**src/rtl/divider_pkg.sv**
```systemverilog
// Shared definitions for the sequential divider: FSM state type, its encoding
// and the iteration-counter width helper.
package divider_pkg;

  localparam logic [1:0] ENC_IDLE = 2'd0;
  localparam logic [1:0] ENC_CALC = 2'd1;
  localparam logic [1:0] ENC_FIX  = 2'd2;
  localparam logic [1:0] ENC_DONE = 2'd3;

  typedef enum logic [1:0] {
    ST_IDLE = ENC_IDLE,
    ST_CALC = ENC_CALC,
    ST_FIX  = ENC_FIX,
    ST_DONE = ENC_DONE
  } div_state_e;

  // Bits needed to count n iterations down to one.
  function automatic int count_width(input int n);
    return $clog2(n + 1);
  endfunction

endpackage

```
**src/rtl/div_step.sv**
```systemverilog
// One restoring shift-subtract iteration: shift the next dividend bit into the
// partial remainder and subtract the divisor when it fits.
module div_step #(
  parameter int W = 8
) (
  input  logic [W:0] rem_in,
  input  logic [W:0] div_in,
  input  logic       bit_in,
  output logic [W:0] rem_out,
  output logic       q_bit
);

  logic [W+1:0] shifted;
  logic [W:0]   trial;

  // The difference is only kept when it is smaller than the divisor, so the
  // W+1-bit modular subtraction is exact in that case.
  always_comb begin
    shifted = {rem_in, bit_in};
    q_bit   = (shifted >= {1'b0, div_in});
    trial   = shifted[W:0] - div_in;
    rem_out = q_bit ? trial : shifted[W:0];
  end

endmodule

```
**src/rtl/seq_divider.sv**
```systemverilog
// Multi-cycle signed/unsigned restoring divider with clock enable,
// divide-by-zero detection and truncate-toward-zero sign correction.
module seq_divider
  import divider_pkg::*;
#(
  parameter int C_NUM_BITS = 8
) (
  input  logic                  CK,
  input  logic                  R,
  input  logic                  E,
  input  logic                  START,
  input  logic                  SIGNED,
  input  logic [C_NUM_BITS-1:0] A,
  input  logic [C_NUM_BITS-1:0] B,
  output logic                  BUSY,
  output logic                  DONE,
  output logic [C_NUM_BITS-1:0] Q,
  output logic [C_NUM_BITS-1:0] REM,
  output logic                  DZ
);

  localparam int N  = C_NUM_BITS;
  localparam int CW = count_width(N);
  localparam logic [N-1:0] ONE = N'(1);

  div_state_e     state_q, state_d;
  logic [CW-1:0]  cnt_q, cnt_d;
  logic [N-1:0]   acc_q, acc_d;
  logic [N:0]     prem_q, prem_d;
  logic [N:0]     dvsr_q, dvsr_d;
  logic           sa_q, sa_d;
  logic           sb_q, sb_d;
  logic [N-1:0]   quot_q, quot_d;
  logic [N-1:0]   rem_q, rem_d;
  logic           dz_q, dz_d;

  logic [N:0]     step_rem;
  logic           step_bit;
  logic [N-1:0]   mag_a, mag_b;
  logic           accept;

  // acc_q starts as |A| and fills with quotient bits as the dividend shifts out.
  div_step #(.W(N)) u_step (
    .rem_in  (prem_q),
    .div_in  (dvsr_q),
    .bit_in  (acc_q[N-1]),
    .rem_out (step_rem),
    .q_bit   (step_bit)
  );

  always_comb begin
    state_d = state_q;
    cnt_d   = cnt_q;
    acc_d   = acc_q;
    prem_d  = prem_q;
    dvsr_d  = dvsr_q;
    sa_d    = sa_q;
    sb_d    = sb_q;
    quot_d  = quot_q;
    rem_d   = rem_q;
    dz_d    = dz_q;

    // An N-bit unsigned magnitude represents |most negative| exactly.
    mag_a  = (SIGNED && A[N-1]) ? (~A + ONE) : A;
    mag_b  = (SIGNED && B[N-1]) ? (~B + ONE) : B;
    accept = E && START && (state_q == ST_IDLE || state_q == ST_DONE);

    if (accept) begin
      if (B == '0) begin
        quot_d  = '1;
        rem_d   = A;
        dz_d    = 1'b1;
        state_d = ST_DONE;
      end else begin
        acc_d   = mag_a;
        prem_d  = '0;
        dvsr_d  = {1'b0, mag_b};
        sa_d    = SIGNED & A[N-1];
        sb_d    = SIGNED & B[N-1];
        cnt_d   = CW'(N);
        dz_d    = 1'b0;
        state_d = ST_CALC;
      end
    end else if (E) begin
      unique case (state_q)
        ST_CALC: begin
          prem_d = step_rem;
          acc_d  = {acc_q[N-2:0], step_bit};
          cnt_d  = cnt_q - CW'(1);
          if (cnt_q == CW'(1)) begin
            state_d = ST_FIX;
          end
        end
        ST_FIX: begin
          quot_d  = (sa_q ^ sb_q) ? (~acc_q + ONE) : acc_q;
          rem_d   = sa_q ? (~prem_q[N-1:0] + ONE) : prem_q[N-1:0];
          state_d = ST_DONE;
        end
        ST_DONE: state_d = ST_IDLE;
        default: state_d = ST_IDLE;
      endcase
    end
  end

  always_ff @(posedge CK or posedge R) begin
    if (R) begin
      state_q <= ST_IDLE;
      cnt_q   <= '0;
      acc_q   <= '0;
      prem_q  <= '0;
      dvsr_q  <= '0;
      sa_q    <= 1'b0;
      sb_q    <= 1'b0;
      quot_q  <= '0;
      rem_q   <= '0;
      dz_q    <= 1'b0;
    end else begin
      state_q <= state_d;
      cnt_q   <= cnt_d;
      acc_q   <= acc_d;
      prem_q  <= prem_d;
      dvsr_q  <= dvsr_d;
      sa_q    <= sa_d;
      sb_q    <= sb_d;
      quot_q  <= quot_d;
      rem_q   <= rem_d;
      dz_q    <= dz_d;
    end
  end

  assign BUSY = (state_q == ST_CALC) || (state_q == ST_FIX);
  assign DONE = (state_q == ST_DONE);
  assign Q    = quot_q;
  assign REM  = rem_q;
  assign DZ   = dz_q;

endmodule

```
**config.mk**
```make
export PLATFORM = sky130hd
export DESIGN_NAME = seq_divider
export DESIGN_NICKNAME = d
export VERILOG_FILES = /design/src/rtl/divider_pkg.sv /design/src/rtl/div_step.sv /design/src/rtl/seq_divider.sv
export SDC_FILE = /design/constraint.sdc
export NUM_CORES = 1
export LEC_CHECK = 0
export CAP_MARGIN = 20
export CORE_ASPECT_RATIO = 2
export CORE_MARGIN = 5
export CORE_UTILIZATION = 60
export DETAILED_ROUTE_END_ITERATION = 10
export GPL_ROUTABILITY_DRIVEN = 0
export PLACE_DENSITY = 0.9
export SYNTH_ARGS = -nofsm -noshare
export SYNTH_HDL_FRONTEND = slang
export SYNTH_SLANG_ARGS = --single-unit
export TNS_END_PERCENT = 30
```
**constraint.sdc**
```tcl
create_clock -name CK -period 7.4 [get_ports CK]
set_clock_uncertainty 0.15 [all_clocks]
set_input_delay 1.11 -clock CK [delete_from_list [all_inputs] [get_ports CK]]
set_output_delay 1.11 -clock CK [all_outputs]
set_load 0.01 [all_outputs]
```
==> results of run 1 <==
==> cells in the final DEF, fill, tap and decap left out, types with 3 or more instances in the layout <==
cell type / Yosys / layout
nor3_1: 5 / 5
ha_1: 17 / 17
clkbuf_8: 0 / 5
o31ai_1: 5 / 4
nor2_1: 37 / 37
o21ai_1: 6 / 6
or3_1: 4 / 4
a21oi_1: 27 / 27
clkdlybuf4s50_1: 0 / 39
nand2_1: 38 / 38
nor4_1: 3 / 3
a32oi_1: 3 / 3
and3_1: 4 / 4
dfrtp_1: 50 / 50
or2_2: 3 / 3
a211oi_1: 5 / 5
nand2b_1: 3 / 3
o21ai_0: 39 / 39
inv_1: 26 / 25
xnor2_1: 20 / 20
xor2_1: 9 / 9
a31oi_1: 6 / 6
mux2i_1: 12 / 12
nand3_1: 6 / 6
==> tightest hold or removal path, stage by stage, from the launching register on <==
cell	delay, ns
dfrtp_1	0.35
nand2_1	0.06
o21ai_2	0.05
==> worst paths after layout <==
check                          from    endpoint  slack, ns  depth (start not counted)
setup / recovery           acc_q[7]   prem_q[1]       3.96                         10
hold / removal               REM[1]      REM[1]       0.34                          2
setup reg to reg           acc_q[7]   prem_q[1]       3.96                         10
hold reg to reg              REM[1]      REM[1]       0.34                          2
max in group asynchronous         R   prem_q[6]       5.80                          3
min in group asynchronous         R  state_q[0]       0.84                          2
==> layer usage <==
| metal | GRT usage (%) | vias up |
|---|---|---|
| li1 | - | 1348 |
| met1 | 24.12 | 1338 |
| met2 | 44.41 | 92 |
| met3 | 4.452 | 31 |
| met4 | 16.15 | 0 |
| met5 | 0 | - |
==> cells by family (layout without fill, tap and decap cells) <==
logic type      Yosys count  in the layout
compound gates          104            104
fa+ha+maj                18             18
xor+xnor                 29             29
flops                    50             50
mux                      12             12
simple gates            116            116
buf+inv                  40             76
==> metrics by stage <==
stage,util (%),area (µm²)
6_report,72.29,3715
5_1_grt,72.29,3715
4_1_cts,71.90,3695
3_5_place_dp,69.78,3586
3_3_place_gp,69.78,3586
2_1_floorplan,-,3173
==> layout make-up <==
cell class | count | area (µm²) | area share, %
timing repair buffer | 42 | 425.4 | 11.45
tap | 58 | 72.57 | 1.954
clock buffer | 5 | 68.82 | 1.852
clock inverter | 3 | 40.04 | 1.078
sequential | 50 | 1251 | 33.68
multi-input combinational | 279 | 1759 | 47.36
inverter | 26 | 97.59 | 2.627
==> power groups by stage <==
stage	Clock [µW]	Combinational (µW)	Sequential, µW
global placement	0	874	494
finish	196	926	497
CTS	199	921	495
detailed placement	0	908	499
global route	208	1040	511
floorplan	0	650	486
==> flip-flops by register name, indices dropped and copies added (netlist names), 2 cells and up <==
| signal | cells |
|---|---|
| state_q | 2 |
| acc_q | 8 |
| dvsr_q | 8 |
| prem_q | 9 |
| REM | 8 |
| Q | 8 |
| cnt_q | 4 |
==> impl_metrics.toml, run 1 <==
[die]
num_rows = 37
floorplan.initialDensity_pct = 61.75
dieArea_um2 = 6931
die-height_um = 112.8
io_pins = 40
core_um2 = 5139
die-width_um = 61.42

[global_route]
grt_pass1_wl_mm = 12.98
grt_pass1_vias = 2893
antenna_found_initial = 0
grt.overflow.total = 0
grt_use_total_pct = 24.78
grt_start_max_net_pins = 51

[timing]
setup_viol = 0
max_slew.worst_pin.slew_ns = 0.8316
whs_ns = 0.3387
layout_setup_ws_ns = 3.956
max-slew-margin-rel_pct = 44.23
setup-tns-final_ns = 0
hold_viol = 0
max_freq_ghz = 0.2903
fin_crit_ns = 3.444
post-route-period-util_pct = 46.54
slew_violations = 0
rsz0062_at_grt = "false"

[routing]
vias = 2809
wl_met3_um = 392
initialDrtViolationCount = 134
ant_nets = 0
drt-met1-wl_mm = 2.696
wl_met2_mm = 4.259
drt-pass1-iter-count = 4
routed.top_layer = "met4"
wl_per_cell_um = 16.93
drc_errors = 0
drt_wl_total_mm = 7.837
via_per_inst = 6.067

[worst_setup_path]
critPathSlowestCell = "a211oi_1"
cp_slowest_stage_delay_ns = 0.74
cp_max_fo = 7
path_buf_inv = 3
required_ns = 7.43
crit_family = "compound AO/OA/AOI/OAI gates"
cp-end-kind = "register"
cp.arrival_ns = 3.48
critPathLaunchType = "register"
path_cells = "inv_1, ha_1, inv_1, fa_1, a211oi_1, o21ai_0, a211oi_1, buf_4, mux2i_1, o21ai_0"
path_class = "register to register"

[power_and_ir_drop]
pwr-share-clk_pct = 12.1
p_sw_uw = 716.0
power_density_nw_per_um2 = 435.9
finalPower_uw = 1619
switching_share_pct = 44.22
pwr-share-comb_pct = 57.2
total_leakage_power_uw = 0.001660
intPower_uw = 903.2
pwr-share-seq_pct = 30.7
vdd_drop_max_mv = 0.2720

[logic_synthesis]
mappedNetlistArea_um2 = 3173
synth.yosys.seq_area_share_pct = 39.43
synth-edff-count = 0
yosysWarnings = 0
synth_top_family_by_area = "compound AO/OA/AOI/OAI gates"
yosysUniqueCellTypes = 45
synth_most_common_cell = "dfrtp_1"
synth_simple_gate_area_share_pct = 17.03
ys_seq_elements = 50
synthArstFlopShare_pct = 100.0
syn-num-nets = 408
synthCells = 369
synth-xor-area-share_pct = 8.005
synthFlopType = "dfrtp_1"
yosysTopAreaCell = "dfrtp_1"
muxShareOfSynthArea_pct = 3.785
synth_common_cells = "dfrtp_1 (50), o21ai_0 (39), nand2_1 (38)"
synth.area.top_cells = "dfrtp_1 (39%), ha_1 (6.7%), o21ai_0 (6.2%), xnor2_1 (5.5%), nand2_1 (4.5%)"
netlist.area_leader.share_pct = 39.43
synth-adder-area-share_pct = 7.334
synth_compound_area_share_pct = 19.12
avgSynthCellArea_um2 = 8.599

[finish]
fillers = 383
nNetsFinal = 443
areaGrowthSynthToFinish_pct = 17.07
diodes = 0
drive_gt1_share_pct = 5.432
final_cell_count_no_fill = 463

[clock_network]
cts_buffer_depth = 2
path_clk_slew_ns = 0.09
cts_made_buffers = 5
cts_tree = "yes"
cts_setup_buffers = 0
cts-resized-gates = 0
clkLatencyLatePin_ns = 0.32
ctsHoldBuffers = 0
cts_root_buffer = "clkbuf_8"
h-tree-depth = 2
clock_sink_count = 50

[place]
preCtsSetupSlack_ns = 3.773
io_buffers = 39
hpwl_mm = 5.942
dp_cells = 454

[run]
cap_violations = 0

[run_status]
outcome = "finished clean"

[worst_hold_path]
hp-class = "register to register"
Note: power is estimated with default switching activity, not from simulation.
==> run 2, diff against run 1 <==
- CORE_UTILIZATION: 60 -> 50
- PLACE_DENSITY: 0.9 -> 0.81
- clock period: 7.4 -> 2.99 ns (I/O delays scaled with it)
==> impl_metrics.toml, run 2 (synthesis gave the netlist of run 1 again) <==
[clock_network]
cts_tree = "yes"
cts_buffer_depth = 2
cts_made_buffers = 5
h-tree-depth = 2
cts-resized-gates = 0
clkLatencyLatePin_ns = 0.29
cts_root_buffer = "clkbuf_16"
path_clk_slew_ns = 0.06
ctsHoldBuffers = 0
cts_setup_buffers = 0
clock_sink_count = 50

[finish]
final_cell_mix = "dfrtp_1 (50), o21ai_0 (39), clkdlybuf4s50_1 (39)"
areaGrowthSynthToFinish_pct = 19.72
layout.cells.most_common = "dfrtp_1"
top_register = "prem_q"
nNetsFinal = 448
drive_gt1_share_pct = 5.868
final_core_util_pct = 60.70
largest_reg_flops = 9
diodes = 0
postLayoutCellArea_um2 = 3799

[global_route]
grt_pass1_wl_mm = 13.11
grt_pass1_vias = 2848
grt_start_max_net_pins = 51
grt_use_total_pct = 21.31
grt.overflow.total = 0
antenna_found_initial = 0

[die]
dieArea_um2 = 8136
io_pins = 40
floorplan.initialDensity_pct = 50.70
die-height_um = 122.7
die-width_um = 66.33
core_um2 = 6259
num_rows = 41

[worst_setup_path]
path_buf_inv = 3
cp.arrival_ns = 2.65
path_cells = "inv_1, ha_1, inv_1, fa_1, a211oi_1, o21ai_0, a211oi_1, buf_4, mux2i_1, o21ai_0"
critPathSlowestCell = "dfrtp_1"
path_class = "register to register"
reg2reg_to = "prem_q[3]"
required_ns = 3.02
cp-end-kind = "register"
path_depth = 10
regToRegSetupSlack_ns = 0.37
cp_max_fo = 12
crit_family = "compound AO/OA/AOI/OAI gates"
worstRegToRegCells = 10
r2r_start = "acc_q[7]"
critPathLaunchType = "register"
cp_slowest_stage_delay_ns = 0.42

[power_and_ir_drop]
total_leakage_power_uw = 0.001685
switching_share_pct = 42.63
p_sw_uw = 1733
finalPower_uw = 4066
pwr-share-clk_pct = 13.4
power_density_nw_per_um2 = 1070
intPower_uw = 2333
vdd_drop_max_mv = 0.4339
pwr-share-comb_pct = 56.5
pwr-share-seq_pct = 30.1

[timing]
whs_ns = 0.3257
setup_viol = 0
max-slew-margin-rel_pct = 50.33
hold_viol = 0
max_slew.worst_pin.slew_ns = 0.7397
fin_crit_ns = 2.620
slew_violations = 0
post-route-period-util_pct = 87.64
max_freq_ghz = 0.3816
setup-tns-final_ns = 0
rsz0062_at_grt = "false"

[place]
io_buffers = 39
hpwl_mm = 6.137
placed_cell_area_um2 = 3666

[worst_hold_path]
hp-start = "REM[1]"
whs_path_depth = 2
hold_end = "REM[1]"
hp-class = "register to register"

[run_status]
outcome = "finished clean"

[routing]
via_per_inst = 5.608
initialDrtViolationCount = 169
wl_per_cell_um = 15.77
drt_wl_total_mm = 7.807
drc_errors = 0
ant_nets = 0
vias = 2776
drt-pass1-iter-count = 5

[run]
cap_violations = 0
run 2: cell count changes in the layout (fill, tap and decap cells not counted):
cell | previous run | this run
buf_4 | 2 | 8
clkbuf_8 | 5 | 0
buf_12 | 1 | 0
clkbuf_16 | 0 | 5
clkbuf_1 | 0 | 2
bufinv_16 | 1 | 0
clkinv_2 | 2 | 0
run 2: power by group through the flow:
| stage | combinational (µW) | sequential (µW) | clock [µW] |
|---|---|---|---|
| finish | 2300 | 1220 | 543 |
| global route | 2580 | 1270 | 570 |
| CTS | 2300 | 1230 | 552 |
| detailed placement | 2280 | 1240 | 0 |
| global placement | 2210 | 1230 | 0 |
| floorplan | 1610 | 1200 | 0 |
run 2: final cells by class:
cell class	instances	area (µm²)
fill	573	2460
sequential	50	1251
tap	86	107.6
clock buffer	7	132.6
multi-input combinational	279	1759
timing repair buffer	47	450.4
inverter	26	97.59
run 2: worst max-delay path by stage:
| stage | start | endpoint | slack [ns] |
|---|---|---|---|
| finish | acc_q[7] | prem_q[3] | 0.37 |
| global placement | B[5] | REM[6] | 0.35 |
| CTS | acc_q[7] | prem_q[3] | 0.34 |
| global route | acc_q[7] | prem_q[3] | 0.15 |
| floorplan | acc_q[7] | prem_q[1] | 0.38 |
| detailed placement | B[5] | REM[6] | 0.30 |
run 2: worst min-delay path, cell delays in order (launching register included):
cell     delay (ns)
dfrtp_1        0.34
nand2_1        0.06
o21ai_2        0.05
run 2: layer usage:
metal | track usage (%) | wire (µm)
met1 | 19.86 | 2680
met2 | 39.33 | 4336
met3 | 2.839 | 247
met4 | 17.18 | 543
met5 | 0 | 0
run 2: through the flow:
step | worst slack (ns) | cells
2_1_floorplan | 0.3793 | 369
3_3_place_gp | 0.3477 | 488
3_5_place_dp | 0.3039 | 488
4_1_cts | 0.3450 | 495
5_1_grt | 0.1548 | 495
6_report | 0.3697 | 495
==> run 3, diff against run 2 <==
- GPL_TIMING_DRIVEN: not set -> 0
- MAX_ROUTING_LAYER: not set -> met4
==> impl_metrics.toml, run 3 (synthesis gave the netlist of run 1 again) <==
[timing]
max_freq_ghz = 0.3499
max-slew-margin-rel_pct = 51.48
setup_viol = 0
hold_viol = 0
whs_ns = 0.3318
post-route-period-util_pct = 95.59
slew_violations = 0
max_slew.worst_pin.slew_ns = 0.7226
fin_crit_ns = 2.858

[routing]
wl_per_cell_um = 16.68
via_per_inst = 5.746
drt_wl_total_mm = 8.392
initialDrtViolationCount = 240
drc_errors = 0
ant_nets = 0
drt-pass1-iter-count = 4
vias = 2890

[place]
io_buffers = 39
hpwl_mm = 6.583
placed_cell_area_um2 = 3691

[global_route]
grt_start_max_net_pins = 30
antenna_found_initial = 0
grt_pass1_wl_mm = 13.77
grt_pass1_vias = 3063
grt.overflow.total = 0
grt_use_total_pct = 23.17

[worst_setup_path]
required_ns = 3.00
r2r_start = "acc_q[7]"
reg2reg_to = "prem_q[1]"
cp-startpoint = "acc_q[7]"
worstRegToRegCells = 10
cp_max_fo = 10
regToRegSetupSlack_ns = 0.13
critPathLaunchType = "register"
cp.arrival_ns = 2.87
crit_end = "prem_q[1]"
cp-end-kind = "register"
path_class = "register to register"

[finish]
layout.cells.most_common = "dfrtp_1"
areaGrowthSynthToFinish_pct = 21.96
nNetsFinal = 455
drive_gt1_share_pct = 5.995
final_cell_mix = "dfrtp_1 (50), o21ai_0 (39), clkdlybuf4s50_1 (39)"
postLayoutCellArea_um2 = 3870
largest_reg_flops = 9
top_register = "prem_q"
diodes = 0

[power_and_ir_drop]
total_leakage_power_uw = 0.001705
vdd_drop_max_mv = 0.4352
power_density_nw_per_um2 = 1101

[clock_network]
ctsHoldBuffers = 0
cts_made_buffers = 5
cts-resized-gates = 1
cts_tree = "yes"
cts_root_buffer = "clkbuf_16"
h-tree-depth = 2
clkLatencyLatePin_ns = 0.30
cts_buffer_depth = 2
cts_setup_buffers = 0
path_clk_slew_ns = 0.07
clock_sink_count = 50

[die]
io_pins = 40
floorplan.initialDensity_pct = 50.70
die-height_um = 122.7
core_um2 = 6259
dieArea_um2 = 8136
num_rows = 41
die-width_um = 66.33

[run]
cap_violations = 0

[worst_hold_path]
hp-class = "register to register"

[run_status]
outcome = "finished clean"
run 3: cell types whose count changed in the layout (fill, tap and decap cells not counted), moves of 2 or more:
cell      delta
a211oi_2     +2
buf_4        -6
clkbuf_1     +7
a211oi_1     -2
run 3: where the power goes:
group / switching [µW] / total (µW) / internal (µW) / leakage, µW
Sequential: 256 / 1210 / 956 / 0.000634
Combinational: 1320 / 2390 / 1080 / 0.000994
Clock: 264 / 659 / 396 / 0.0000771
Total: 1830 / 4260 / 2430 / 0.00171
run 3: per-stage QoR:
step           setup slack (ns)  instances  util [%]  total power, µW  setup TNS (ns)
5_1_grt                -0.03787        503     61.84             4598         -0.1069
3_3_place_gp            0.07907        494     58.66             3435               0
6_report                 0.1318        503     61.84             4262               0
4_1_cts                 0.09953        503     61.72             4239               0
2_1_floorplan            0.3793        369         -             2813               0
3_5_place_dp           -0.03201        495     58.98             3557        -0.03201
run 3: layout make-up:
type,instances,area [µm²]
Sequential cell,50,1251
Timing Repair Buffer,40,410.4
Inverter,26,97.59
Multi-Input combinational cell,279,1764
Clock buffer,6,128.9
Fill cell,567,2389
Buffer,14,72.57
Clock inverter,2,37.54
Tap cell,86,107.6
run 3: metal layers:
metal	global-route usage (%)	wire length, µm	share of wire [%]	up-vias
met5	-	0	0	-
met1	19.76	2689	32	1368
met4	17.81	644	7.7	0
met2	42.56	4716	56	93
met3	3.755	342	4.1	51
li1	-	-	-	1378
run 3: worst min-delay path by stage:
stage               slack (ns)   endpoint  startpoint  cells past startpoint
finish                    0.33  dvsr_q[2]   dvsr_q[2]                      2
detailed placement        0.32     REM[0]      REM[0]                      2
floorplan                 0.30  dvsr_q[1]   dvsr_q[1]                      2
global route              0.36     REM[0]      REM[0]                      2
global placement          0.31     REM[0]      REM[0]                      2
CTS                       0.34     REM[0]      REM[0]                      2
run 3: critical path: stages (launching register included):
cell and delay, ns:
dfrtp_1 0.43, inv_1 0.09, ha_1 0.16, inv_1 0.06
fa_1 0.41, a211oi_2 0.31, o21ai_0 0.22, a211oi_2 0.32
clkbuf_4 0.28, mux2i_1 0.20, o21ai_0 0.09
